[src/rtl/oam_dma_engine.sv]
`default_nettype none
// +-----------------------------------------------------------------------+
// | oam_dma_engine: copies one 256-byte CPU memory page into sprite OAM    |
// | while holding the CPU stalled.                        Revision: 1.0    |
// +-----------------------------------------------------------------------+
module oam_dma_engine #(
   parameter logic [15:0] DMA_REG_ADDR = 16'h4014,
   parameter int          ADDR_W       = 16,
   parameter int          MEM_LAT      = 1
) (
   input  logic              Clk,
   input  logic              Reset,
   input  logic [15:0]       cpu_addr,
   input  logic              cpu_we,
   input  logic [7:0]        cpu_data,
   output logic [ADDR_W-1:0] mem_addr,
   output logic              mem_re,
   output logic              mem_we,
   input  logic [7:0]        mem_rd_data,
   output logic [7:0]        oam_addr,
   output logic [7:0]        oam_data,
   output logic              oam_we,
   output logic              cpu_stall,
   output logic              busy,
   output logic              done
);

   // The READ/WRITE pairing assumes read data arrives exactly one cycle later.
   if (MEM_LAT != 1) begin : g_lat_check
      $error("oam_dma_engine supports MEM_LAT == 1 only");
   end

   typedef enum logic [2:0] {
      S_IDLE  = 3'd0,
      S_HALT  = 3'd1,
      S_ALIGN = 3'd2,
      S_READ  = 3'd3,
      S_WRITE = 3'd4
   } state_t;

   state_t     state_q, state_d;
   logic [7:0] page_q, page_d;
   logic [7:0] cnt_q, cnt_d;
   logic       parity_q;
   logic       done_q, done_d;

   always_ff @(posedge Clk) begin
      if (Reset) begin
         state_q  <= S_IDLE;
         page_q   <= 8'd0;
         cnt_q    <= 8'd0;
         parity_q <= 1'b0;
         done_q   <= 1'b0;
      end else begin
         state_q  <= state_d;
         page_q   <= page_d;
         cnt_q    <= cnt_d;
         parity_q <= ~parity_q;
         done_q   <= done_d;
      end
   end

   always_comb begin
      state_d  = state_q;
      page_d   = page_q;
      cnt_d    = cnt_q;
      done_d   = 1'b0;
      mem_addr = '0;
      mem_re   = 1'b0;
      oam_addr = 8'd0;
      oam_data = 8'd0;
      oam_we   = 1'b0;
      busy     = 1'b0;

      case (state_q)
         S_IDLE: begin
            if (cpu_we && (cpu_addr == DMA_REG_ADDR)) begin
               page_d  = cpu_data;
               cnt_d   = 8'd0;
               state_d = S_HALT;
            end
         end
         S_HALT: begin
            busy    = 1'b1;
            // An odd halt cycle costs one extra alignment cycle before reads start.
            state_d = parity_q ? S_ALIGN : S_READ;
         end
         S_ALIGN: begin
            busy    = 1'b1;
            state_d = S_READ;
         end
         S_READ: begin
            busy     = 1'b1;
            mem_re   = 1'b1;
            mem_addr = ADDR_W'({page_q, cnt_q});
            state_d  = S_WRITE;
         end
         S_WRITE: begin
            busy     = 1'b1;
            oam_we   = 1'b1;
            oam_addr = cnt_q;
            oam_data = mem_rd_data;
            if (cnt_q == 8'hFF) begin
               state_d = S_IDLE;
               done_d  = 1'b1;
            end else begin
               cnt_d   = cnt_q + 8'd1;
               state_d = S_READ;
            end
         end
         default: begin
            state_d = S_IDLE;
         end
      endcase
   end

   assign cpu_stall = busy;
   assign done      = done_q;
   assign mem_we    = 1'b0;

endmodule
`default_nettype wire

[config.mk]
export PLATFORM = sky130hd
export DESIGN_NAME = oam_dma_engine
export DESIGN_NICKNAME = d
export VERILOG_FILES = /design/src/rtl/oam_dma_engine.sv
export SDC_FILE = /design/constraint.sdc
export NUM_CORES = 1
export LEC_CHECK = 0
export CORE_AREA = 2 2 69 55
export CTS_CLUSTER_SIZE = 8
export DETAILED_ROUTE_END_ITERATION = 10
export DIE_AREA = 0 0 71 57
export GPL_ROUTABILITY_DRIVEN = 1
export GPL_TIMING_DRIVEN = 0
export PLACE_DENSITY = 0.77
export SKIP_CTS_REPAIR_TIMING = 1
export SYNTH_ARGS = -nofsm -noshare
export SYNTH_HDL_FRONTEND = slang
export SYNTH_SLANG_ARGS = --single-unit
export TNS_END_PERCENT = 1
[constraint.sdc]
create_clock -name Clk -period 2.25 [get_ports Clk]
set_input_delay 0.45 -clock Clk [delete_from_list [all_inputs] [get_ports Clk]]
set_output_delay 0.45 -clock Clk [all_outputs]
set_load 0.01 [all_outputs]
==> flow_metrics.py <==
metrics = {
    "detailed_routing": {
        "final_antenna_net_count": 0,
        "routed_wl_mm": 3.090,
        "drcViolationCount": 0,
        "avgViaCountPerCell": 4.650,
        "wl_per_cell_um": 11.88,
        "first_pass_iters": 4,
        "drt-initial-drc-count": 45,
        "vias": 1209,
    },
    "outcome": {
        "status": "finished clean",
    },
    "setup_path": {
        "critPathMaxFanout": 10,
        "reg2reg_depth": 5,
        "r2r_slack_ps": 620,
        "setup.worst_path.start_class": "flop",
        "cp_slowest_cell": "clkdlybuf4s50_1",
        "crit_required_ps": 1800,
        "critPathKind": "flop to primary output",
        "cp.arrival_ps": 1730,
        "rr_endpoint": "state_q[0]",
        "path_cells": "nand2_1 -> nor2_4 -> buf_6 -> and2_1 -> clkdlybuf4s50_1",
        "worstSetupEndpoint": "mem_addr[0]",
        "cp-end-kind": "primary output",
        "timing.rr.start": "cnt_q[1]",
        "max_stage_delay_ps": 530,
        "crit_start": "state_q[1]",
    },
    "hold_path": {
        "hp-class": "flop to flop",
        "hold_depth": 1,
        "hold_start": "parity_q",
    },
    "synth": {
        "synth_area_leaders": "dfxtp_1 36%, and2_1 17%, nor2_1 7.0%, mux2i_1 6.8%, a21oi_1 3.0%",
        "synth_ff_type": "dfxtp_1",
        "syn_avg_cell_area_um2": 8.315,
        "synth_top_area_cell": "dfxtp_1",
        "ys_seq_area_share_pct": 35.86,
        "synth_nets": 177,
        "yosys_warnings": 0,
        "synth_edf_count": 0,
        "yosysMostFrequentCell": "and2_1",
        "synth.top_cell.area_share_pct": 35.86,
        "synthCells": 141,
        "async_reset_ff_share_pct": 0,
        "netlist_top_cells_count": "32 x and2_1, 22 x nor2_1, 21 x dfxtp_1",
        "synth.cell_area_mm2": 0.001172,
        "ys_seq_elements": 21,
        "yosysUniqueCellTypes": 38,
    },
    "finish": {
        "n_antenna_cell": 0,
        "syn_to_final_growth_pct": 78.01,
        "fin_cells": 260,
        "final_nets": 255,
        "drive_gt1_share_pct": 9.633,
    },
    "place": {
        "hpwlAfterDp_mm": 2.333,
        "dp.cells": 254,
        "portBuffers": 71,
        "place_congestion": 0.8116,
    },
    "clock_network": {
        "clock-root-buffer": "clkbuf_8",
        "cts_buffer_depth": 2,
        "cts_buffers": 3,
        "cts.clk_slew.worst_paths_ps": 80,
        "clock_latency_ps": 260,
        "cts_tree": "done",
        "ctsHtreeMaxLevel": 1,
        "clock_sinks": 21,
    },
    "timing": {
        "skew_ps": 1.037,
        "fmaxAchievable_ghz": 0.4595,
        "drv_slew": 0,
        "period_minus_slack_ps": 2176,
        "holdWs_ps": 410.2,
        "hold_viol": 0,
        "period_share_pct": 96.73,
        "setup_viol": 0,
    },
    "power": {
        "vdd_ir_drop_max_mv": 0.2939,
        "p_leak_nw": 1.179,
        "powerDensity_mw_per_mm2": 405.8,
    },
    "grt": {
        "grtUsageTotal_pct": 15.50,
        "antenna_found_initial": 0,
        "grt_pass1_vias": 1146,
        "grt_max_degree": 13,
        "grt_pass1_wl_mm": 5.050,
        "grt_overflow": 0,
    },
    "die": {
        "die_h_um": 57,
        "fp.dieW_um": 71,
        "io_pins": 73,
        "coreArea_mm2": 0.003447,
        "dieArea_mm2": 0.004047,
        "rows": 19,
        "start_util_pct": 34.01,
    },
    "flow_run": {
        "cap_violations": 0,
    },
}
[cell usage in the layout, fill, tap and decap left out, types with 3 or more instances in the layout]
master | synthesis | routed
clkdlybuf4s50_1 | 0 | 54
and2_1 | 32 | 32
nor2_1 | 22 | 21
dfxtp_1 | 21 | 18
dlymetal6s2s_1 | 0 | 17
mux2i_1 | 8 | 8
a21oi_1 | 7 | 7
buf_6 | 1 | 4
nand4_1 | 4 | 4
nand3_1 | 4 | 4
buf_4 | 2 | 4
a21o_1 | 3 | 3
clkbuf_8 | 0 | 3
dfxtp_4 | 0 | 3
[layout make-up]
type                            count  area (µm²)
Timing Repair Buffer               73       768.2
Clock buffer                        3       41.29
Multi-Input combinational cell    110       701.9
Sequential cell                    21       431.7
Inverter                            1       3.754
Clock inverter                      1       5.005
Tap cell                           42       52.55
Fill cell                         317        1360
Buffer                              9       82.58
[logic make-up (layout without fill, tap and decap cells)]
kind of cell             Yosys count  count (layout)  share of synthesized area (%)
AND/OR/NAND/NOR                   79              79                          38.64
flip-flops                        21              21                          35.86
multiplexers                       8               8                          6.831
AO/OA/AOI/OAI                     18              18                          9.605
buffers and inverters             10              87                          5.442
XOR/XNOR                           3               3                          2.242
adder cells (fa/ha/maj)            1               1                          1.067
other                              1               1                         0.3199
[how the worst min path moves through the flow]
stage	endpoint	slack [ps]
after global placement	parity_q	400
final	parity_q	410
after floorplan	parity_q	390
after CTS	parity_q	420
after detailed placement	parity_q	410
after global routing	parity_q	440
[power breakdown]
group | switching [mW] | internal, mW
Clock | 0.123 | 0.123
Combinational | 0.0637 | 0.129
Sequential | 0.0206 | 0.388
[per-layer routing]
metal / global-route usage [%] / routed length, µm / up-vias
met4: 2.965 / 21 / 0
met3: 6.007 / 234 / 4
met5: 0 / 0 / -
li1: - / - / 633
met2: 25.10 / 1335 / 47
met1: 19.98 / 1499 / 525
[registers in the layout, indices dropped and copies added (netlist names)]
register,count
done,1
parity_q,1
cnt_q,8
page_q,8
state_q,3
[through the flow]
| stage | worst slack [ps] | utilization (%) | total power [mW] | TNS, ps | instance area (µm²) |
|---|---|---|---|---|---|
| 6_report | 73.57 | 60.54 | 0.8468 | 0 | 2087 |
| 5_1_grt | -1.556 | 60.54 | 0.8889 | -1.556 | 2087 |
| 2_1_floorplan | 443.8 | - | 0.4872 | 0 | 1172 |
| 3_3_place_gp | -210.1 | 56.15 | 0.5971 | -2261 | 1936 |
| 3_5_place_dp | -260.1 | 56.15 | 0.6010 | -2684 | 1936 |
| 4_1_cts | -570.4 | 57.50 | 0.8461 | -11490 | 1982 |
[worst max-delay path, delay by kind of cell (launching register included)]
family / cells / cell delay, ps
buffers and inverters: 2 / 680
flip-flops: 1 / 390
AND/OR/NAND/NOR: 3 / 400
No activity file was read; power rests on OpenSTA's default activity.
